`config.mk`:
```
export PLATFORM = sky130hd
export DESIGN_NAME = bn_param_mem_loader_flat
export DESIGN_NICKNAME = d
export VERILOG_FILES = /design/src/rtl/bn_param_mem_loader_if.sv /design/src/rtl/bn_param_mem_loader.sv /design/src/flat_wrapper.sv
export SDC_FILE = /design/constraint.sdc
export NUM_CORES = 1
export LEC_CHECK = 0
export ABC_AREA = 1
export ABC_CLOCK_PERIOD_IN_PS = 7700
export BUFFER_PORTS_ARGS = -buffer_cell sky130_fd_sc_hd__buf_2
export CAP_MARGIN = 20
export CORE_ASPECT_RATIO = 0.8
export CORE_UTILIZATION = 58
export CTS_CLUSTER_SIZE = 16
export DETAILED_ROUTE_END_ITERATION = 8
export PLACE_DENSITY = 0.93
export SYNTH_ARGS = -nofsm -noshare
export SYNTH_HDL_FRONTEND = slang
export SYNTH_SLANG_ARGS = --single-unit
```
`constraint.sdc`:
```
create_clock -name clk -period 7.7 [get_ports clk]
set_clock_uncertainty 0.2 [all_clocks]
set_input_delay 0.77 -clock clk [delete_from_list [all_inputs] [get_ports clk]]
set_output_delay 0.77 -clock clk [all_outputs]
set_load 0.03 [all_outputs]
```
`src/rtl/bn_param_mem_loader_if.sv`:
```
// Parameter stream (valid/ready) and BN MEM write-port bundle for bn_param_mem_loader.
// slave = loader side, master = host/DMA + memory side.
interface bn_param_mem_loader_if #(
  parameter int ADDR_W = 16
);
  logic [31:0]       s_axis_data;
  logic              s_axis_valid;
  logic              s_axis_last;
  logic              s_axis_ready;
  logic              bn_mem_wen_a;
  logic [ADDR_W-1:0] bn_mem_addr_a;
  logic [63:0]       bn_mem_din_a;

  modport master (
    output s_axis_data, s_axis_valid, s_axis_last,
    input  s_axis_ready, bn_mem_wen_a, bn_mem_addr_a, bn_mem_din_a
  );

  modport slave (
    input  s_axis_data, s_axis_valid, s_axis_last,
    output s_axis_ready, bn_mem_wen_a, bn_mem_addr_a, bn_mem_din_a
  );
endinterface

```
`src/rtl/bn_param_mem_loader.sv`:
```
// Loads BN A/B parameter pairs from a 32-bit stream into the 64-bit BN MEM write port.
// Optional stream-framing check on s_axis_last is enabled with macro BN_LOADER_LAST_CHK_EN.
module bn_param_mem_loader #(
  parameter int ADDR_W    = 16,
  parameter int SIM_DELAY = 1
) (
  input  logic                clk,
  input  logic                rst,
  input  logic                start,
  input  logic [ADDR_W-1:0]   param_n,
  output logic                busy,
  output logic                done,
  output logic                en_bn_act_proc,
  output logic                err_last,
  bn_param_mem_loader_if.slave bus
);

  typedef enum logic [1:0] {IDLE, RECV_A, RECV_B, DONE} state_e;

  state_e            state_q, state_d;
  logic [ADDR_W-1:0] pairCnt_q, pairCnt_d;
  logic [ADDR_W-1:0] paramN_q, paramN_d;
  logic [31:0]       aWord_q, aWord_d;
  logic              wen_q, wen_d;
  logic [ADDR_W-1:0] addr_q, addr_d;
  logic [63:0]       din_q, din_d;
  logic              en_q, en_d;
  logic              err_q, err_d;
  logic              ready;
  logic              handshake;
  logic              lastErr;

  assign ready     = (state_q == RECV_A) || (state_q == RECV_B);
  assign handshake = ready && bus.s_axis_valid;

`ifdef BN_LOADER_LAST_CHK_EN
  // last must appear exactly on the final B word of the load
  assign lastErr = handshake &&
                   (bus.s_axis_last != ((state_q == RECV_B) && (pairCnt_q == paramN_q)));
`else
  assign lastErr = 1'b0;
`endif

  always_ff @(posedge clk or posedge rst) begin
    if (rst) begin
      state_q   <= IDLE;
      pairCnt_q <= '0;
      paramN_q  <= '0;
      aWord_q   <= '0;
      wen_q     <= 1'b0;
      addr_q    <= '0;
      din_q     <= '0;
      en_q      <= 1'b0;
      err_q     <= 1'b0;
    end else begin
      state_q   <= state_d;
      pairCnt_q <= pairCnt_d;
      paramN_q  <= paramN_d;
      aWord_q   <= aWord_d;
      wen_q     <= wen_d;
      addr_q    <= addr_d;
      din_q     <= din_d;
      en_q      <= en_d;
      err_q     <= err_d;
    end
  end

  always_comb begin
    state_d   = state_q;
    pairCnt_d = pairCnt_q;
    paramN_d  = paramN_q;
    aWord_d   = aWord_q;
    wen_d     = 1'b0;
    addr_d    = addr_q;
    din_d     = din_q;
    en_d      = en_q;
    err_d     = err_q || lastErr;

    unique case (state_q)
      IDLE: begin
        if (start) begin
          paramN_d  = param_n;
          pairCnt_d = '0;
          en_d      = 1'b0;
          err_d     = 1'b0;
          state_d   = RECV_A;
        end
      end
      RECV_A: begin
        if (handshake) begin
          aWord_d = bus.s_axis_data;
          state_d = RECV_B;
        end
      end
      RECV_B: begin
        if (handshake) begin
          wen_d  = 1'b1;
          addr_d = pairCnt_q;
          din_d  = {bus.s_axis_data, aWord_q};
          // compare before increment so param_n = all-ones never wraps the counter
          if (pairCnt_q == paramN_q) begin
            state_d = DONE;
          end else begin
            pairCnt_d = pairCnt_q + 1'b1;
            state_d   = RECV_A;
          end
        end
      end
      DONE: begin
        en_d    = 1'b1;
        state_d = IDLE;
      end
      default: state_d = IDLE;
    endcase
  end

  assign busy              = ready;
  assign done              = (state_q == DONE);
  assign en_bn_act_proc    = en_q;
  assign err_last          = err_q;
  assign bus.s_axis_ready  = ready;
  assign bus.bn_mem_wen_a  = wen_q;
  assign bus.bn_mem_addr_a = addr_q;
  assign bus.bn_mem_din_a  = din_q;

endmodule
```
`src/flat_wrapper.sv`:
```
// flat-port wrapper written by rule: the top's interface ports become plain ports
module bn_param_mem_loader_flat 
#(
  parameter int ADDR_W    = 16,
  parameter int SIM_DELAY = 1
)
  (clk, rst, start, param_n, busy, done, en_bn_act_proc, err_last, bus_s_axis_data, bus_s_axis_valid, bus_s_axis_last, bus_s_axis_ready, bus_bn_mem_wen_a, bus_bn_mem_addr_a, bus_bn_mem_din_a);
  bn_param_mem_loader_if #(.ADDR_W(ADDR_W)) bus_i ();
  input  logic clk;
  input  logic rst;
  input  logic start;
  input  logic [ADDR_W-1:0] param_n;
  output logic busy;
  output logic done;
  output logic en_bn_act_proc;
  output logic err_last;
  input wire logic [$bits(bus_i.s_axis_data)-1:0] bus_s_axis_data;
  input wire logic [$bits(bus_i.s_axis_valid)-1:0] bus_s_axis_valid;
  input wire logic [$bits(bus_i.s_axis_last)-1:0] bus_s_axis_last;
  output wire logic [$bits(bus_i.s_axis_ready)-1:0] bus_s_axis_ready;
  output wire logic [$bits(bus_i.bn_mem_wen_a)-1:0] bus_bn_mem_wen_a;
  output wire logic [$bits(bus_i.bn_mem_addr_a)-1:0] bus_bn_mem_addr_a;
  output wire logic [$bits(bus_i.bn_mem_din_a)-1:0] bus_bn_mem_din_a;
  assign bus_i.s_axis_data = bus_s_axis_data;
  assign bus_i.s_axis_valid = bus_s_axis_valid;
  assign bus_i.s_axis_last = bus_s_axis_last;
  assign bus_s_axis_ready = bus_i.s_axis_ready;
  assign bus_bn_mem_wen_a = bus_i.bn_mem_wen_a;
  assign bus_bn_mem_addr_a = bus_i.bn_mem_addr_a;
  assign bus_bn_mem_din_a = bus_i.bn_mem_din_a;
  bn_param_mem_loader #(.ADDR_W(ADDR_W), .SIM_DELAY(SIM_DELAY)) u_core (.clk(clk), .rst(rst), .start(start), .param_n(param_n), .busy(busy), .done(done), .en_bn_act_proc(en_bn_act_proc), .err_last(err_last), .bus(bus_i));
endmodule
```
---- Word level (Yosys, flattened, before mapping) ----
Index checks and enable logic that the tools add are counted.
storage, ports and cells
  input port bits ......................... 53
  register bits after elaboration ......... 148
  output and inout bits ................... 86
cells by class
  add/sub/neg operators ................... 1
  reduce and logical (&&, ||, !) cells .... 11
  muxes and demuxes ....................... 13
  equal/unequal tests ..................... 8
operator list
  operator                                                count
  2-to-1 mux 16 bit                                       3
  one-hot mux 16 bit (2 select lines)                     1
  adder 16 x 1 -> 16 bit (second input constant)          1
  == test 16 bit                                          1
  2-to-1 mux 2 bit                                        4
  one-hot mux 2 bit (4 select lines)                      1
  AND reduction 2 bit                                     4
  == test 2 bit (second input constant)                   2
  inequality test 2 x 1 -> 1 bit (second input constant)  2
  inequality test 2 bit (second input constant)           2
  AND reduction 4 bit                                     1
  nonzero test 2 bit                                      2
  2-to-1 mux 1 bit                                        3
  AND reduction 3 bit                                     1
  == test 2 x 1 -> 1 bit (second input constant)          1
  zero test 2 bit                                         1
  one-hot mux 1 bit (2 select lines)                      1
  logical AND 1 bit                                       1
  logical OR 1 bit                                        1

---- Depth between registers and ports, before layout ----
  word-level depth ........................ 5
  depth in mapped cells ................... 11
  mapped depth without buffers ............ 10

---- Worst setup path before layout ----
OpenSTA, ideal clock, no wires.
  kind .................................... register to output
  from .................................... register u_core.state_q[0]
  to ...................................... output port busy
  buffers on the path ..................... 1
  path slack .............................. 5,590 ps
  arrival time ............................ 1,140 ps
  required time ........................... 6,730 ps
  cell stages (with the launch flop) ...... 4
  path through ............................ dfrtp_1 inv_1 ha_1 buf_4
on the way
  word-level cells in the longest chain between the ends .. 2
  elaborated cells on any way between the ends .. 3
  those cells by class .................... 2 x eq/ne; 1 x reduce/logical
RTL lines
  item                                                            line                       source
  start, declared                                                 bn_param_mem_loader.sv:20  state_e state_q, state_d;
  start signal, assigned                                          bn_param_mem_loader.sv:56  state_q <= state_d;
  == test 2 x 1 -> 1 bit / == test 2 bit (equally long branches)  bn_param_mem_loader.sv:33  assign ready = (state_q == RECV_A) || (state_q == RECV_B);
  logical OR 1 bit (*)                                            bn_param_mem_loader.sv:33
  end, declared                                                   flat_wrapper.sv:13         output logic busy;
Every way passes the cells marked *; elsewhere a longest branch is shown, timed or not.

---- Final worst setup path ----
  from .................................... register u_core.state_q[0]
  to ...................................... register u_core.pairCnt_q[11]
on the way
  word-level cells in the longest chain between the ends .. 5
  elaborated cells on any way between the ends .. 11
  those cells by class .................... 5 x eq/ne; 1 x mux; 5 x reduce/logical
RTL lines
  item                                                            line                                                  source
  == test 2 x 1 -> 1 bit / == test 2 bit (equally long branches)  bn_param_mem_loader.sv:33, bn_param_mem_loader.sv:79
  logical OR 1 bit                                                bn_param_mem_loader.sv:33
  logical AND 1 bit                                               bn_param_mem_loader.sv:34                             assign handshake = ready && bus.s_axis_valid;
  inequality test 2 x 1 -> 1 bit (no source line)                 --
  AND reduction 4 bit (no source line)                            --
  end signal, assigned                                            bn_param_mem_loader.sv:57                             pairCnt_q <= pairCnt_d;
  end, declared                                                   bn_param_mem_loader.sv:21                             logic [ADDR_W-1:0] pairCnt_q, pairCnt_d;
Parallel ways exist; a longest one is shown, timed or not.
A chain may end at the register's enable or synchronous reset.

==> reports/summary.txt <==
Fin Setup TNS = 0 ns
Worst-Margin Slew = 0.9942 ns
Worst Reg-to-Reg Cells = 7
Post-DRT Antenna Nets = 0
Via Count = 5271
Post-route DRC = 0
Final Setup Violations = 0
Buffers on Ports = 136
Congestion Overflow GR = 0
Fillers = 778
Outcome = complete, no violations
Initial detailed-routing violation count = 522
Largest net degree at the start of global routing = 128
WP buf/inv = 1
WL/cell = 13.79 um
Area taken by multi-input logic gates = 2196 um^2
Placer Congestion = 0.9082
Internal power = 1.838 mW
Post-layout util = 0.7342
Postcts setup bufs = 0
Placement Rows = 33
Final WL = 14150 um
Crit-path cells = inv_1 -> ha_1 -> o21ai_0 -> a21oi_2 -> nand2_4 -> nand2_1 -> nand2_1
Initial antenna violation count = 0
Critical path class = reg -> reg
TritonCTS Buffers = 17
Die Area = 11290 um^2
P_leak = 4.159 nW
RR Endpoint = u_core.pairCnt_q[11]
RSZ-0062 raised after global routing = no
TritonCTS clock tree = done
Commonest cells after routing, fill and taps aside = nand2_1 (288), dfrtp_1 (148), buf_2 (136), o21ai_0 (83), inv_1 (67)
Most common cell after layout, fill and taps aside = nand2_1
Fin crit share = 0.3323
Crit path required time = 7.80 ns
Clock-pin slew of the registers on the worst-case setup and hold paths = 0.06 ns
Pwr Total = 3.185 mW
Slowest cell on the critical path = a21oi_2
Die Y = 95.26 um
Pre-antenna DRT Iters = 5
Sequential fraction of design power = 0.385
Area grow syn2layout = 21.17%
Logic gate share of total power = 0.380
Placed cell areas = 7042 um^2
Syn avg cell area = 8.440 um^2
Hold-fix buffers, CTS = 0
Pwr dens = 416.9 nW/um^2
Reg area = 3704 um^2
Peak VDD IR = 0.0003463 V
Post-synthesis cell type count = 30
Gate count after technology mapping = 747
Worst skew pair latency = 0.41 ns
Reg-to-Reg Start = u_core.state_q[0]
DP Wirelength = 9130 um
First-pass GRT wire length = 23250 um
Worst setup path endpoint = u_core.pairCnt_q[11]
Psw = 1.347 mW
Fmax = 390.8 MHz
Seq/Total Area, Yosys = 0.5874
Share of layout cells above drive strength 1 = 0.2099
Slew Viols, Final = 0
Startpoint types = register
GR Util All Layers = 0.2689
Crit-path most repeated cell = nand2_1
Max Cap Viol = 0
Max-slew headroom = 0.3356
Vias in the first global route = 4783
Nets = 932
DIE WIDTH = 118.6 um
Reg2reg setup slack = 5.14 ns
Min-delay worst type = in -> async
Syn Nets = 806
H-tree Lvls = 4
# resized after CTS = 0
Tmin final = 2.559 ns
YS warnings = 0
Final Instance Area = 7640 um^2
CP endpoint kind = register
CP Data Arrival Time = 2.66 ns
Final hold viol count = 0
Switch share = 0.4230
Total core area = 10410 um^2
Root Buffer = clkbuf_16
Crit-path max cell delay = 0.67 ns
Setup ws final = 5.141 ns
Diodes inserted = 0
Initial core utilization = 0.6059
Critical Path Stages = 7
Clk sink count = 148
Crit. Startpoint = u_core.state_q[0]
I/O pin count = 139
Proportion of power drawn by the clock network = 0.234
Number of synthesized register bits = 148
Synthesized cell area = 6305 um^2
Top delay family on crit path = compound AO/OA/AOI/OAI gates
Largest fanout on the critical path = 17
Vias per cell = 5.137
Maximum clock path buffer count = 2
Pre-CTS worst setup slack = 5.064 ns
[power groups by stage]
stage	Combinational (mW)	Sequential, mW	Clock, mW
finish	1.21	1.23	0.747
global route	1.33	1.26	0.798
CTS	1.20	1.23	0.756
detailed placement	1.19	1.23	0
global placement	1.15	1.22	0
floorplan	0.542	1.55	0
[flip-flops by register name, indices dropped and copies added, names as in the netlist]
| name | cells |
|---|---|
| u_core.paramN_q | 16 |
| u_core.bus.bn_mem_addr_a | 16 |
| u_core.bus.bn_mem_din_a | 64 |
| u_core.aWord_q | 32 |
| u_core.pairCnt_q | 16 |
| u_core.bus.bn_mem_wen_a | 1 |
| u_core.en_bn_act_proc | 1 |
| u_core.state_q | 2 |
[through the flow]
stage | hold WS [ns] | std cells
3_3_place_gp | 0.2464 | 991
3_5_place_dp | 0.2510 | 991
2_1_floorplan | 0.2422 | 747
6_report | 0.2653 | 1026
5_1_grt | 0.2949 | 1026
4_1_cts | 0.2674 | 1023
[synth_stat cells]
cell type | count | area, um^2
inv_1 | 68 | 255.2
inv_2 | 2 | 7.510
a21boi_0 | 1 | 7.510
buf_2 | 6 | 30.03
conb_1 | 1 | 3.750
o21ai_0 | 83 | 415.4
xor2_1 | 3 | 26.28
nand4_1 | 6 | 37.54
o211ai_1 | 1 | 7.510
clkbuf_2 | 1 | 5.000
nand3_4 | 1 | 17.52
nand2_4 | 1 | 11.26
nor3_1 | 1 | 5.000
nor2_2 | 1 | 6.260
clkinv_1 | 1 | 3.750
buf_1 | 1 | 3.750
a21oi_2 | 2 | 17.52
buf_4 | 2 | 15.01
mux2_2 | 3 | 33.78
nand2_1 | 289 | 1085
a22o_1 | 1 | 8.760
o21ai_1 | 1 | 5.000
xnor2_1 | 3 | 26.28
buf_6 | 1 | 11.26
dfrtp_1 | 148 | 3704
a21oi_1 | 18 | 90.09
ha_1 | 6 | 75.07
nor2_1 | 45 | 168.9
nand3_1 | 27 | 135.1
clkbuf_1 | 23 | 86.33
[worst min path at each step]
stage,start,to,cells past startpoint
2_1_floorplan,u_core.aWord_q[0],u_core.bus.bn_mem_din_a[0],2
3_3_place_gp,u_core.aWord_q[1],u_core.bus.bn_mem_din_a[1],2
3_5_place_dp,u_core.aWord_q[9],u_core.bus.bn_mem_din_a[9],2
4_1_cts,u_core.aWord_q[3],u_core.bus.bn_mem_din_a[3],2
5_1_grt,u_core.aWord_q[24],u_core.bus.bn_mem_din_a[24],2
6_report,rst,u_core.bus.bn_mem_din_a[45],2
[per-layer routing]
layer | GRT usage | routed length, um
met5 | 0 | 0
met1 | 0.3677 | 6334
met4 | 0.08333 | 175
met3 | 0.06100 | 1074
met2 | 0.4337 | 6568
[layout make-up]
| cell class | count | share of cell area |
|---|---|---|
| tap | 140 | 0.02293 |
| multi-input combinational | 494 | 0.2874 |
| clock inverter | 14 | 0.01359 |
| clock buffer | 18 | 0.05748 |
| inverter | 71 | 0.03554 |
| timing repair buffer | 141 | 0.09826 |
| sequential | 148 | 0.4848 |
[kinds of logic after synthesis]
logic type      synth area share
simple gates              0.2326
flops                     0.5874
compound gates           0.08752
buf+inv                  0.06628
fa+ha+maj                0.01191
xor+xnor                0.008337
mux                     0.005358
other cells            0.0005948
(Power assumes the default switching activity.)
